**src/rtl/ifetch_ctrl_if.sv**
```systemverilog
// Bundle of the fetch controller's PC, instruction-memory, redirect and
// decode-side signals. The master modport is the controller's view; the
// slave modport is the view of the surrounding PC/memory/decode logic.
interface ifetch_ctrl_if #(
  parameter int ADDR_W = 16,
  parameter int DATA_W = 16
);
  // PC register controls
  logic [ADDR_W-1:0] pc_q;
  logic              pc_en;
  logic              pc_aload;
  logic [ADDR_W-1:0] pc_d;
  // Instruction memory req/ack port
  logic              mem_req;
  logic [ADDR_W-1:0] mem_addr;
  logic              mem_ack;
  logic [DATA_W-1:0] mem_rdata;
  // Branch redirect
  logic              br_valid;
  logic [ADDR_W-1:0] br_target;
  // Decode valid/ready port
  logic              ir_valid;
  logic              ir_ready;
  logic [DATA_W-1:0] ir_data;
  logic [ADDR_W-1:0] ir_pc;

  modport master (
    input  pc_q, mem_ack, mem_rdata, br_valid, br_target, ir_ready,
    output pc_en, pc_aload, pc_d, mem_req, mem_addr, ir_valid, ir_data, ir_pc
  );

  modport slave (
    output pc_q, mem_ack, mem_rdata, br_valid, br_target, ir_ready,
    input  pc_en, pc_aload, pc_d, mem_req, mem_addr, ir_valid, ir_data, ir_pc
  );
endinterface

```
**src/rtl/ifetch_ctrl.sv**
```systemverilog
// Instruction-fetch controller. Reads the PC, issues one req/ack read at a
// time to instruction memory, and presents the fetched word to decode.
// Branch redirects load the PC and squash any wrong-path read or beat.
//
// Handshakes:
//   memory : mem_req rises and stays high with mem_addr stable until the
//            cycle mem_ack=1; that cycle completes the read and mem_rdata
//            is valid. Only reset may drop mem_req without an ack.
//   decode : ir_valid/ir_data/ir_pc hold until a cycle with ir_valid=1 and
//            ir_ready=1; that cycle transfers the beat, except when
//            br_valid=1, which squashes it and decode must ignore it.
module ifetch_ctrl #(
  parameter int ADDR_W = 16,
  parameter int DATA_W = 16
) (
  input  logic                  clk,
  input  logic                  rst,
  ifetch_ctrl_if.master         bus,
  output logic [1:0]            dbg_state_o
);

  typedef enum logic [1:0] {
    S_IDLE  = 2'd0,
    S_FETCH = 2'd1,
    S_OUT   = 2'd2
  } state_t;

  state_t            state_q;
  logic              mem_req_q;
  logic              ir_valid_q;
  logic              kill_q;
  logic [ADDR_W-1:0] fetch_pc_q;
  logic [ADDR_W-1:0] fetch_pc_d;
  logic [ADDR_W-1:0] ir_pc_q;
  logic [DATA_W-1:0] ir_data_q;

  logic              ack_ok;
  logic              pc_en_c;
  logic              pc_aload_c;

  // PC strobes: a redirect always loads; an accepted (non-squashed) ack
  // increments. Both are forced low while reset is asserted.
  always_comb begin
    pc_aload_c = rst & bus.br_valid;
    ack_ok     = (state_q == S_FETCH) & bus.mem_ack & ~kill_q & ~bus.br_valid;
    pc_en_c    = rst & ack_ok;
  end

  // Fetch address follows the PC's next value whenever no read is in
  // flight, so it already reflects an increment or redirect happening now.
  always_comb begin
    fetch_pc_d = fetch_pc_q;
    if (state_q != S_FETCH) begin
      if (pc_aload_c) begin
        fetch_pc_d = bus.br_target;
      end else if (pc_en_c) begin
        fetch_pc_d = bus.pc_q + ADDR_W'(1);
      end else begin
        fetch_pc_d = bus.pc_q;
      end
    end
  end

  // Fetch FSM with registered mem_req / ir_valid and the instruction latch.
  always_ff @(posedge clk) begin
    if (!rst) begin
      state_q    <= S_IDLE;
      mem_req_q  <= 1'b0;
      ir_valid_q <= 1'b0;
      kill_q     <= 1'b0;
      fetch_pc_q <= '0;
      ir_pc_q    <= '0;
      ir_data_q  <= '0;
    end else begin
      fetch_pc_q <= fetch_pc_d;
      case (state_q)
        S_IDLE: begin
          state_q   <= S_FETCH;
          mem_req_q <= 1'b1;
        end
        S_FETCH: begin
          if (bus.mem_ack) begin
            kill_q    <= 1'b0;
            mem_req_q <= 1'b0;
            if (ack_ok) begin
              ir_data_q  <= bus.mem_rdata;
              ir_pc_q    <= fetch_pc_q;
              ir_valid_q <= 1'b1;
              state_q    <= S_OUT;
            end else begin
              // Wrong-path data: spend one cycle with mem_req low so the
              // fetch address can pick up the redirected PC, then refetch.
              state_q <= S_IDLE;
            end
          end else if (bus.br_valid) begin
            // The read cannot be withdrawn; remember to drop its data.
            kill_q <= 1'b1;
          end
        end
        S_OUT: begin
          if (bus.ir_ready || bus.br_valid) begin
            ir_valid_q <= 1'b0;
            mem_req_q  <= 1'b1;
            state_q    <= S_FETCH;
          end
        end
        default: begin
          state_q    <= S_IDLE;
          mem_req_q  <= 1'b0;
          ir_valid_q <= 1'b0;
          kill_q     <= 1'b0;
        end
      endcase
    end
  end

  assign bus.pc_en    = pc_en_c;
  assign bus.pc_aload = pc_aload_c;
  assign bus.pc_d     = bus.br_target;
  assign bus.mem_req  = mem_req_q;
  assign bus.mem_addr = fetch_pc_q;
  assign bus.ir_valid = ir_valid_q;
  assign bus.ir_data  = ir_data_q;
  assign bus.ir_pc    = ir_pc_q;
  assign dbg_state_o  = state_q;

endmodule

```
**src/flat_wrapper.sv**
```systemverilog
// flat-port wrapper written by rule: the top's interface ports become plain ports
module ifetch_ctrl_flat 
#(
  parameter int ADDR_W = 16,
  parameter int DATA_W = 16
)
  (clk, rst, dbg_state_o, bus_pc_q, bus_mem_ack, bus_mem_rdata, bus_br_valid, bus_br_target, bus_ir_ready, bus_pc_en, bus_pc_aload, bus_pc_d, bus_mem_req, bus_mem_addr, bus_ir_valid, bus_ir_data, bus_ir_pc);
  ifetch_ctrl_if #(.ADDR_W(ADDR_W), .DATA_W(DATA_W)) bus_i ();
  input  logic clk;
  input  logic rst;
  output logic [1:0] dbg_state_o;
  input wire logic [$bits(bus_i.pc_q)-1:0] bus_pc_q;
  input wire logic [$bits(bus_i.mem_ack)-1:0] bus_mem_ack;
  input wire logic [$bits(bus_i.mem_rdata)-1:0] bus_mem_rdata;
  input wire logic [$bits(bus_i.br_valid)-1:0] bus_br_valid;
  input wire logic [$bits(bus_i.br_target)-1:0] bus_br_target;
  input wire logic [$bits(bus_i.ir_ready)-1:0] bus_ir_ready;
  output wire logic [$bits(bus_i.pc_en)-1:0] bus_pc_en;
  output wire logic [$bits(bus_i.pc_aload)-1:0] bus_pc_aload;
  output wire logic [$bits(bus_i.pc_d)-1:0] bus_pc_d;
  output wire logic [$bits(bus_i.mem_req)-1:0] bus_mem_req;
  output wire logic [$bits(bus_i.mem_addr)-1:0] bus_mem_addr;
  output wire logic [$bits(bus_i.ir_valid)-1:0] bus_ir_valid;
  output wire logic [$bits(bus_i.ir_data)-1:0] bus_ir_data;
  output wire logic [$bits(bus_i.ir_pc)-1:0] bus_ir_pc;
  assign bus_i.pc_q = bus_pc_q;
  assign bus_i.mem_ack = bus_mem_ack;
  assign bus_i.mem_rdata = bus_mem_rdata;
  assign bus_i.br_valid = bus_br_valid;
  assign bus_i.br_target = bus_br_target;
  assign bus_i.ir_ready = bus_ir_ready;
  assign bus_pc_en = bus_i.pc_en;
  assign bus_pc_aload = bus_i.pc_aload;
  assign bus_pc_d = bus_i.pc_d;
  assign bus_mem_req = bus_i.mem_req;
  assign bus_mem_addr = bus_i.mem_addr;
  assign bus_ir_valid = bus_i.ir_valid;
  assign bus_ir_data = bus_i.ir_data;
  assign bus_ir_pc = bus_i.ir_pc;
  ifetch_ctrl #(.ADDR_W(ADDR_W), .DATA_W(DATA_W)) u_core (.clk(clk), .rst(rst), .bus(bus_i), .dbg_state_o(dbg_state_o));
endmodule
```
**config.mk**
```make
export PLATFORM = sky130hd
export DESIGN_NAME = ifetch_ctrl_flat
export DESIGN_NICKNAME = d
export VERILOG_FILES = /design/src/rtl/ifetch_ctrl_if.sv /design/src/rtl/ifetch_ctrl.sv /design/src/flat_wrapper.sv
export SDC_FILE = /design/constraint.sdc
export NUM_CORES = 1
export LEC_CHECK = 0
export CAP_MARGIN = 20
export CORE_UTILIZATION = 55
export DETAILED_ROUTE_END_ITERATION = 8
export DONT_BUFFER_PORTS = 1
export PLACE_DENSITY = 0.74
export SETUP_SLACK_MARGIN = 0.02
export SYNTH_ARGS = -nofsm -noshare
export SYNTH_HDL_FRONTEND = slang
export SYNTH_SLANG_ARGS = --single-unit
```
**constraint.sdc**
```tcl
create_clock -name clk -period 4.8 [get_ports clk]
set_clock_uncertainty 0.2 [all_clocks]
set_input_delay 0 -clock clk [delete_from_list [all_inputs] [get_ports clk]]
set_output_delay 0 -clock clk [all_outputs]
set_load 0.01 [all_outputs]
```
* Yosys cells after proc, flatten, opt, wreduce, memory -nomap -nowiden *
Index checks and enable logic that the tools add are counted.

word-level totals
  input port bits = 53
  output and inout port bits = 70
  word-level logic and storage cells = 47
  flip-flop bits (word level) = 53

operators by class
  equality and inequality tests = 7
  $add $sub $neg = 1
  mux-type cells = 16
  bitwise operators = 9
  reductions and logical operators = 7

operator list
  operator                                              number
  two-way mux 16 bit                                    2
  adder 16 x 1 -> 16 bit (second input constant)        1
  two-way mux 1 bit                                     7
  two-way mux 2 bit                                     3
  != test 2 x 1 -> 1 bit (second input constant)        3
  one-hot mux 1 bit (3 select lines)                    2
  one-hot mux 2 bit (3 select lines)                    1
  bitwise AND 1 bit                                     5
  NOT 1 bit                                             4
  AND reduction 2 bit                                   2
  AND reduction 4 bit                                   1
  != test 3 bit (second input constant)                 1
  AND reduction 3 bit                                   1
  equality test 2 x 1 -> 1 bit (second input constant)  1
  equality test 2 bit (second input constant)           1
  zero test 2 bit                                       1
  != test 2 bit (second input constant)                 1
  one-hot mux 1 bit (2 select lines)                    1
  OR reduction 2 bit                                    1
  logical OR 1 bit                                      1

* Longest topological paths before layout *
Gate-level depths: netlist of the first run.

  depth after elaboration = 7
  gate-level depth with buffers = 8
  gate-level depth less buffers = 5

* Worst setup path after synthesis of the first run *
OpenSTA, ideal clock, no wires.

  path type = register -> register
  from = reg u_core.state_q[0], in the netlist u_core.dbg_state_o[0]
  to = reg u_core.fetch_pc_q[14], in the netlist u_core.bus.mem_addr[14]
  setup slack = 2.706 ns
  period minus slack after synthesis = 2.094 ns
  buffers on the path = 2
  arrival time = 1.820 ns
  data required time = 4.526 ns
  cell stages (with the launch flop) = 7
  library setup time = 0.074 ns
  path through = dfxtp_1 > buf_4 > nand4bb_1 > buf_2 > or4_4 > or4_1 > a31oi_1

between the ends
  word-level cells in the longest chain between the ends = 7
  elaborated cells on any way between the ends = 8
  classes of those cells = eq/ne (2); mux (2); bitwise (4)

ends and longest elaborated chain
  what                            line               source
  start: declaration              ifetch_ctrl.sv:28  state_t state_q;
  start signal: assignment        ifetch_ctrl.sv:67  state_q <= S_IDLE;
  start signal: assignment        ifetch_ctrl.sv:78  state_q <= S_FETCH;
  start signal: assignment        ifetch_ctrl.sv:89  state_q <= S_OUT;
  equality test 2 x 1 -> 1 bit    ifetch_ctrl.sv:45  ack_ok = (state_q == S_FETCH) & bus.mem_ack & ~kill_q & ~bus.br_valid;
  bitwise AND 1 bit (3 in a row)  ifetch_ctrl.sv:45
  bitwise AND 1 bit               ifetch_ctrl.sv:46  pc_en_c = rst & ack_ok;
  two-way mux 16 bit              ifetch_ctrl.sv:56  end else if (pc_en_c) begin
  two-way mux 16 bit              ifetch_ctrl.sv:54  if (pc_aload_c) begin
  end signal: assignment          ifetch_ctrl.sv:75  fetch_pc_q <= fetch_pc_d;
  end: declaration                ifetch_ctrl.sv:32  logic [ADDR_W-1:0] fetch_pc_q;

Parallel ways exist; a longest one is shown, timed or not.
A chain may end at the register's enable or synchronous reset.

* Final worst setup path of the first run *
  from = reg u_core.state_q[0], in the netlist u_core.dbg_state_o[0]
  to = reg u_core.fetch_pc_q[7], in the netlist u_core.bus.mem_addr[7]

Same word-level chain as after synthesis.

==> impl_metrics.yaml, run 1 <==
clock_network:
  htree_levels: 2
  post-cts-setup-buffers: 0
  ctsLongestPathBuffers: 2
  postCtsResizedCells: 0
  clkSlewWorstSetupHoldPaths_ps: 100
  tritoncts_clock_tree: "built"
  clock-root-buffer: "clkbuf_8"
  clock_sink_count: 53
  insertion_delay_ps: 300
  cts_buffers: 5
power:
  power.density_cell_area_nw_per_um2: 283.4
  leakage_nw: 1.152
  vdd_drop_max_v: 0.0002255
sta:
  report.final.hold_viol_count: 0
  worst_hold_slack_across_all_endpoints_ps: 0.08221
  fmaxAchievable_mhz: 299.0
  time_the_final_worst_path_needs_with_i_o_delays_and_setup_ps: 3345
  timing.final.crit_share_pct: 69.69
  totalNegativeSetupSlack_ps: 0
  rsz0062_at_grt: "false"
  fin_worst_setup_slack_ps: 1455
  max_slew.worst_pin.slew_ps: 971.5
  final-setup-viol-count: 0
  maxSlewHeadroom_pct: 35.10
  slew_viol_final: 0
min_path:
  holdCritPathClass: "in2out"
detailed_routing:
  drt-total-wl_um: 6963
  detail_route.first_pass.iterations: 6
  mean_number_of_vias_per_cell: 5.866
  starting_drt_drc_count: 122
  detail_route.wl_per_cell_um: 17.02
  ant_nets: 0
  count_of_vias_placed_by_the_detailed_router: 2399
  drc_errors: 0
floorplanning:
  floorplan.die_area_um2: 4585
  std_cell_rows: 23
  placeableCoreArea_um2: 4086
  num_io_pins: 123
  floorplan_die_height_um: 67.71
  initial_utilization_pct: 58.11
  die_width_um: 67.71
synth:
  netlist-cell-type-count: 39
  synthArstFlopShare_pct: 0
  ys_ff_latch: 53
  netlist_instances: 304
  seq_area_frac_synth_pct: 44.68
  synthesis.area_um2: 2375
  ys_dominant_reg_cell: "dfxtp_1"
  synth.net_count: 358
  syn-mean-instance-area_um2: 7.812
  synth_enable_flop_cells: 0
  yosys_warnings: 0
placed_design:
  total_placed_instance_area_um2: 2255
  dp.final_hpwl_um: 3791
  preCtsSetupSlack_ps: 2386
  port_buffers: 0
  globalplace.congestion: 0.7243
global_routing:
  gr-total-overflow: 0
  grt_usage_pct: 32.55
  vias_in_the_first_global_route: 2413
  grt_start_max_net_pins: 38
  initial_antenna_violation_count: 0
  grt_first_pass_wirelength_um: 11160
cells_and_area:
  drive_gt1_share_pct: 4.457
  layout.nets: 412
  final_core_utilization_pct: 77.22
  num_antenna_cells: 0
  final_instance_area_um2: 3156
  most-common-layout-cells: "dlygate4sd3_1 (81), nand2_1 (74), dfxtp_1 (53)"
  areaGrowthSynthToFinish_pct: 32.88
  mostFrequentLayoutCell: "dlygate4sd3_1"
setup_path:
  cp_max_fo: 10
  cp.buffers_inverters: 2
  cp-end-kind: "flip-flop"
  worst_path_max_delay_cell: "nor4_1"
  critical_path.top_delay_family: "buffers and inverters"
  critical_path.cell_chain: "nand4bb_1 -> nor4_1 -> xnor2_1 -> dlygate4sd3_1 -> o22ai_1 -> dlygate4sd3_1"
  cp.required_ps: 4800
  crit_arrival_ps: 3340
  timing.setup.critical_path_class: "reg2reg"
  path_common_cell: "dlygate4sd3_1"
  critical_path.startpoint_type: "flip-flop"
  cp_slowest_stage_delay_ps: 720
run_status:
  outcome: "completed"
run:
  maxCapViolations: 0
state kept, by name, summed over array words and instances, names as in the netlist:
| signal | count |
|---|---|
| u_core.bus.ir_data | 16 |
| u_core.bus.ir_pc | 16 |
| u_core.bus.mem_addr | 16 |
| u_core.dbg_state_o | 2 |
| u_core.bus.ir_valid | 1 |
| u_core.bus.mem_req | 1 |
| u_core.kill_q | 1 |
repair_timing:
action | in CTS | in global routing
endpoints found under the setup margin | 0 | 0
endpoints found under the hold margin | 65 | 0
hold buffers | 81 | 0
synthesized netlist by cell type, drive strengths merged (2+ instances only):
master / instances / area share [%]
nor2: 19 / 3.0
nand2: 74 / 12
clkbuf: 16 / 2.5
o211ai: 2 / 0.63
nand3b: 5 / 1.6
nand2b: 2 / 0.53
xnor2: 3 / 1.1
o21ai: 6 / 1.3
a22oi: 2 / 0.63
o21a: 3 / 0.95
dfxtp: 53 / 45
nor4: 3 / 0.79
nand4: 3 / 0.79
buf: 20 / 5.9
or2: 2 / 0.53
or4: 3 / 1.1
mux2i: 4 / 1.7
a21oi: 42 / 8.9
a211oi: 6 / 1.9
inv: 6 / 0.95
a31oi: 2 / 0.53
nor3: 4 / 0.84
and3: 3 / 0.79
o22ai: 5 / 1.3
nand3: 4 / 0.84
nor2b: 2 / 0.53
layout make-up:
| type | count | area, um^2 |
|---|---|---|
| clock inverters | 3 | 21.27 |
| well taps | 50 | 62.56 |
| inverters | 6 | 22.52 |
| multi-input cells | 209 | 1094 |
| fillers | 290 | 930.9 |
| clock buffers | 5 | 68.82 |
| flip-flops and latches | 53 | 1061 |
| repair buffers | 83 | 825.8 |
kinds of logic (layout without fill, tap and decap cells):
logic type	after synthesis	in the layout	share of synthesized area, %
simple gates	127	127	24.24
buf+inv	42	97	9.378
compound gates	74	74	18.39
xor+xnor	3	3	1.107
mux	4	4	1.686
fa+ha+maj	1	1	0.5268
flops	53	53	44.68
through the flow:
stage                     total power, mW  instances
after floorplan                    0.5754        304
after global placement             0.5726        320
after detailed placement           0.5754        320
after CTS                          0.8900        409
after global routing               0.9372        409
final                              0.8941        409
report_power, final:
part | internal, mW | leakage [nW] | switching, mW | total, mW
Clock | 0.104 | 0.0445 | 0.150 | 0.254
Sequential | 0.461 | 0.433 | 0.0310 | 0.492
Combinational | 0.0768 | 0.674 | 0.0707 | 0.147
Total | 0.642 | 1.15 | 0.252 | 0.894
worst paths after layout:
check | start | end | slack [ps] | cells after the start
setup / recovery | u_core.dbg_state_o[0] | u_core.bus.mem_addr[7] | 1460 | 6
hold reg to reg | u_core.bus.ir_pc[4] | u_core.bus.ir_pc[4] | 300 | 2
hold / removal | bus_br_valid | bus_pc_en | 0.08 | 2
setup reg to reg | u_core.dbg_state_o[0] | u_core.bus.mem_addr[7] | 1460 | 6
metal layers:
layer	track usage (%)	routed length [um]
met5	0	0
met4	14.63	204
met3	11.15	592
met2	54.70	3501
met1	36.81	2664
Power figures use the tool's default switching activity.
==> run 2, diff against run 1 <==
==> constraint.sdc (replaced) <==
create_clock -name clk -period 3.1 [get_ports clk]
set_clock_uncertainty 0.2 [all_clocks]
set_input_delay 0 -clock clk [delete_from_list [all_inputs] [get_ports clk]]
set_output_delay 0 -clock clk [all_outputs]
set_load 0.01 [all_outputs]
==> run 2 against run 1 <==
  * Sequential share of layout area shrank 1.1 points
  * Flip-flop and latch count did not move
  * Utilization up 2.8 points
  * First-iteration DRC count is 20% higher
  * Total power grew 66%
  * Critical path depth unchanged
  * Die area unchanged
  * Largest power group unchanged
==> impl_metrics.yaml, run 2 (same netlist as run 1, synthesis figures left out) <==
run_status:
  outcome: "completed"
sta:
  final-setup-viol-count: 0
  timing.final.crit_share_pct: 95.71
  totalNegativeSetupSlack_ps: 0
  report.final.hold_viol_count: 0
  maxSlewHeadroom_pct: 34.69
  fmaxAchievable_mhz: 337.1
  max_slew.worst_pin.slew_ps: 978.5
  time_the_final_worst_path_needs_with_i_o_delays_and_setup_ps: 2967
  slew_viol_final: 0
  rsz0062_at_grt: "false"
global_routing:
  grt_first_pass_wirelength_um: 11020
  grt_start_max_net_pins: 33
  gr-total-overflow: 0
  grt_usage_pct: 32.75
  vias_in_the_first_global_route: 2363
  initial_antenna_violation_count: 0
setup_path:
  cp_max_fo: 9
  cp-end-kind: "flip-flop"
  crit_arrival_ps: 3030
  cp_slowest_stage_delay_ps: 590
  regToRegEndpoint: "u_core.bus.mem_addr[15]"
  critical_path.cell_chain: "nand4bb_2 -> nor4_4 -> nand4_1 -> dlygate4sd3_1 -> a31oi_1 -> dlygate4sd3_1"
  worst_path_max_delay_cell: "dlygate4sd3_1"
  worst_setup_path_endpoint: "u_core.bus.mem_addr[15]"
  reg2regPathDepth: 6
  critical_path_depth: 6
  cp.buffers_inverters: 2
  critical_path.startpoint_type: "flip-flop"
  timing.setup.critical_path_class: "reg2reg"
  crit_path_start: "u_core.dbg_state_o[1]"
  r2r_start: "u_core.dbg_state_o[1]"
  path_common_cell: "dlygate4sd3_1"
  reg2reg_slack_ps: 130
  cp.required_ps: 3160
  critical_path.top_delay_family: "buffers and inverters"
floorplanning:
  floorplan_die_height_um: 67.71
  initial_utilization_pct: 58.11
  die_width_um: 67.71
  floorplan.die_area_um2: 4585
  std_cell_rows: 23
  placeableCoreArea_um2: 4086
  num_io_pins: 123
placed_design:
  globalplace.congestion: 0.7434
  total_placed_instance_area_um2: 2270
  dp.final_hpwl_um: 3786
  port_buffers: 0
detailed_routing:
  starting_drt_drc_count: 147
  drc_errors: 0
  count_of_vias_placed_by_the_detailed_router: 2480
  drt-total-wl_um: 7438
  ant_nets: 0
  detail_route.first_pass.iterations: 5
  mean_number_of_vias_per_cell: 5.976
  detail_route.wl_per_cell_um: 17.92
clock_network:
  cts_buffers: 5
  ctsLongestPathBuffers: 2
  tritoncts_clock_tree: "built"
  post-cts-setup-buffers: 0
  clock-root-buffer: "clkbuf_8"
  insertion_delay_ps: 310
  htree_levels: 2
  clock_sink_count: 53
  clkSlewWorstSetupHoldPaths_ps: 110
min_path:
  holdCritPathClass: "in2reg"
cells_and_area:
  n_fill_cell: 270
  areaGrowthSynthToFinish_pct: 37.62
  most-common-layout-cells: "dlygate4sd3_1 (83), nand2_1 (74), dfxtp_1 (52)"
  layout.nets: 418
  num_antenna_cells: 0
  final_core_utilization_pct: 79.98
  drive_gt1_share_pct: 6.027
  mostFrequentLayoutCell: "dlygate4sd3_1"
  final_instance_area_um2: 3268
power:
  vdd_drop_max_v: 0.0003482
  leakage_nw: 1.190
  total_power_mw: 1.486
  power.density_cell_area_nw_per_um2: 454.6
run:
  maxCapViolations: 0
## run 2: how the worst min path moves through the flow
stage / from / endpoint / slack [ps] / cells after the start
after floorplan: bus_br_target[0] / bus_pc_d[0] / -110 / 1
after CTS: bus_pc_q[3] / u_core.bus.mem_addr[14] / 10 / 4
after detailed placement: bus_br_target[3] / bus_pc_d[3] / -200 / 0
after global placement: bus_br_target[3] / bus_pc_d[3] / -200 / 0
after global routing: bus_pc_q[1] / u_core.bus.mem_addr[14] / 80 / 5
final: bus_pc_q[1] / u_core.bus.mem_addr[14] / 60 / 5
## run 2: layout make-up
type                       count  area [um^2]  share of cell area [%]
multi-input combinational    209         1120                   34.26
clock inverter                 3        46.29                   1.417
tap                           50        62.56                   1.914
clock buffer                   5        68.82                   2.106
inverter                       6        22.52                  0.6891
timing repair buffer          89        885.9                   27.11
sequential                    53         1062                   32.50
## run 2: routing by layer
layer | vias up | share of wire (%) | GRT usage, %
met3 | 31 | 9.5 | 9.628
met5 | - | 0 | 0
met2 | 164 | 51 | 56.56
met4 | 0 | 3.1 | 16.76
met1 | 1136 | 36 | 35.96
li1 | 1149 | - | -
## run 2: repair_timing
item,in CTS,in global routing
resized for setup,0,7
endpoints found under the hold margin,71,0
setup endpoints to repair,0,2
hold buffers,85,0
## run 2: metrics by stage
step                      std cells  hold slack, ps  worst slack [ps]
after floorplan                 304          -108.2              1006
after global placement          322          -199.9             761.2
after detailed placement        322          -199.9             649.8
after CTS                       415           9.604             63.64
after global routing            415           78.00             34.80
final                           415           60.13             133.1
## run 2: power breakdown
group / total (mW) / internal, mW / switching [mW]
logic: 0.235 / 0.119 / 0.116
clock network: 0.487 / 0.242 / 0.244
registers: 0.764 / 0.715 / 0.0493
## run 2: worst min-delay path, cell delays in order
cell and delay [ps]:
ha_1 160, nand2_1 60, or4_4 130, or4_1 110, a31oi_1 70
==> run 3, diff against run 2 <==
--- a/config.mk
+++ b/config.mk
@@ -9,6 +9,7 @@
 export CORE_UTILIZATION = 55
 export DETAILED_ROUTE_END_ITERATION = 8
 export DONT_BUFFER_PORTS = 1
+export GPL_TIMING_DRIVEN = 0
 export PLACE_DENSITY = 0.74
 export SETUP_SLACK_MARGIN = 0.02
 export SYNTH_ARGS = -nofsm -noshare
==> run 3 against run 2 <==
  * Setup slack lost 21 ps
  * Largest cell class unchanged
  * Clock-buffer cell count grew 1
  * Critical endpoint is now u_core.bus.mem_addr[11]
  * Critical path type unchanged
  * Register-to-register slack lost 20 ps
==> impl_metrics.yaml, run 3 (same netlist as run 1, synthesis figures left out) <==
detailed_routing:
  mean_number_of_vias_per_cell: 5.959
  count_of_vias_placed_by_the_detailed_router: 2604
  starting_drt_drc_count: 243
  detail_route.wl_per_cell_um: 17.87
  drc_errors: 0
  ant_nets: 0
  drt-total-wl_um: 7808
  detail_route.first_pass.iterations: 5
floorplanning:
  placeableCoreArea_um2: 4086
  die_width_um: 67.71
  std_cell_rows: 23
  floorplan.die_area_um2: 4585
  num_io_pins: 123
  initial_utilization_pct: 58.11
  floorplan_die_height_um: 67.71
sta:
  maxSlewHeadroom_pct: 48.32
  final-setup-viol-count: 0
  rsz0062_at_grt: "true"
  fmaxAchievable_mhz: 334.7
  worst_hold_slack_across_all_endpoints_ps: 51.33
  time_the_final_worst_path_needs_with_i_o_delays_and_setup_ps: 2988
  timing.final.crit_share_pct: 96.37
  report.final.hold_viol_count: 0
  max_slew.worst_pin.slew_ps: 768.2
  totalNegativeSetupSlack_ps: 0
  slew_viol_final: 0
global_routing:
  vias_in_the_first_global_route: 2468
  grt_first_pass_wirelength_um: 11470
  grt_start_max_net_pins: 17
  grt_busiest_layer: "met2"
  gr-total-overflow: 0
  grt_usage_pct: 34.15
  grt_util_met3_pct: 9.291
  initial_antenna_violation_count: 0
  grt_util_met2_pct: 59.78
  grt_util_met1_pct: 37.13
cells_and_area:
  final_instance_area_um2: 3288
  num_antenna_cells: 0
  areaGrowthSynthToFinish_pct: 38.46
  most-common-layout-cells: "dlygate4sd3_1 (75), nand2_1 (74), dfxtp_1 (51)"
  drive_gt1_share_pct: 8.786
  n_fill_cell: 274
  layout.nets: 440
  final_core_utilization_pct: 80.47
  mostFrequentLayoutCell: "dlygate4sd3_1"
run:
  maxCapViolations: 0
clock_network:
  clock-root-buffer: "clkbuf_8"
  tritoncts_clock_tree: "built"
  clock_sink_count: 53
  clkSlewWorstSetupHoldPaths_ps: 100
  post-cts-setup-buffers: 0
  ctsLongestPathBuffers: 2
  insertion_delay_ps: 320
  cts_buffers: 5
  htree_levels: 2
setup_path:
  timing.setup.critical_path_class: "reg2reg"
  cp-end-kind: "flip-flop"
  cp_max_fo: 9
  cp_slowest_stage_delay_ps: 570
  critical_path.startpoint_type: "flip-flop"
  cp.required_ps: 3110
  path_common_cell: "dlygate4sd3_1"
  crit_arrival_ps: 3000
  critical_path.cell_chain: "buf_4 -> nand4bb_1 -> buf_2 -> or4_1 -> o21ai_1 -> dlygate4sd3_1 -> a21oi_1 -> dlygate4sd3_1"
  worst_path_max_delay_cell: "dlygate4sd3_1"
placed_design:
  globalplace.congestion: 0.7777
  total_placed_instance_area_um2: 2437
  dp.final_hpwl_um: 4419
  port_buffers: 0
min_path:
  holdCritPathClass: "in2reg"
power:
  leakage_nw: 1.229
  total_power_mw: 1.434
  vdd_drop_max_v: 0.0003240
  power.density_cell_area_nw_per_um2: 436.0
run_status:
  outcome: "completed"
==> run 3: what timing repair did <==
action                                 in CTS  in global routing
hold buffers                               75                  0
endpoints found under the hold margin      54                  0
setup endpoints to repair                   0                  4
resized for setup                           0                  5
==> run 3: cell type report <==
class | instances | area (um^2) | share of cell area (%)
buffer | 36 | 201.4 | 6.126
clock buffer | 6 | 82.58 | 2.511
clock inverter | 2 | 13.76 | 0.4186
inverter | 6 | 22.52 | 0.6849
multi-input combinational | 209 | 1091 | 33.18
sequential | 53 | 1064 | 32.34
tap | 50 | 62.56 | 1.903
timing repair buffer | 75 | 750.7 | 22.83
==> run 3: per-layer routing <==
| metal | vias to the layer above | routed length, um |
|---|---|---|
| li1 | 1189 | - |
| met1 | 1203 | 2862 |
| met2 | 187 | 3903 |
| met3 | 25 | 794 |
| met4 | 0 | 248 |
| met5 | - | 0 |
==> run 3: worst paths after layout <==
kind                                       startpoint                      end  cells after the start  slack [ps]
worst max-delay path            u_core.dbg_state_o[0]  u_core.bus.mem_addr[11]                      8         110
worst min-delay path                     bus_br_valid            u_core.kill_q                      3          50
worst max register to register  u_core.dbg_state_o[0]  u_core.bus.mem_addr[11]                      8         110
worst min register to register          u_core.kill_q            u_core.kill_q                      2         290
==> run 3: report_power, final <==
group | leakage, nW | switching [mW] | internal (mW)
Combinational | 0.745 | 0.125 | 0.131
Clock | 0.0512 | 0.234 | 0.182
Sequential | 0.434 | 0.0460 | 0.715
Total | 1.23 | 0.406 | 1.03
==> run 3: through the flow <==
stage,setup slack (ps),cells
after floorplan,1006,304
after global placement,817.0,354
after detailed placement,774.0,354
after CTS,116.0,437
after global routing,7.532,437
final,112.5,437
==> run 3: critical path: cells and delay by family (launching register included) <==
| family | cells | cell delay [ps] |
|---|---|---|
| simple gates | 2 | 640 |
| flops | 1 | 370 |
| buf+inv | 4 | 1470 |
| compound gates | 2 | 200 |
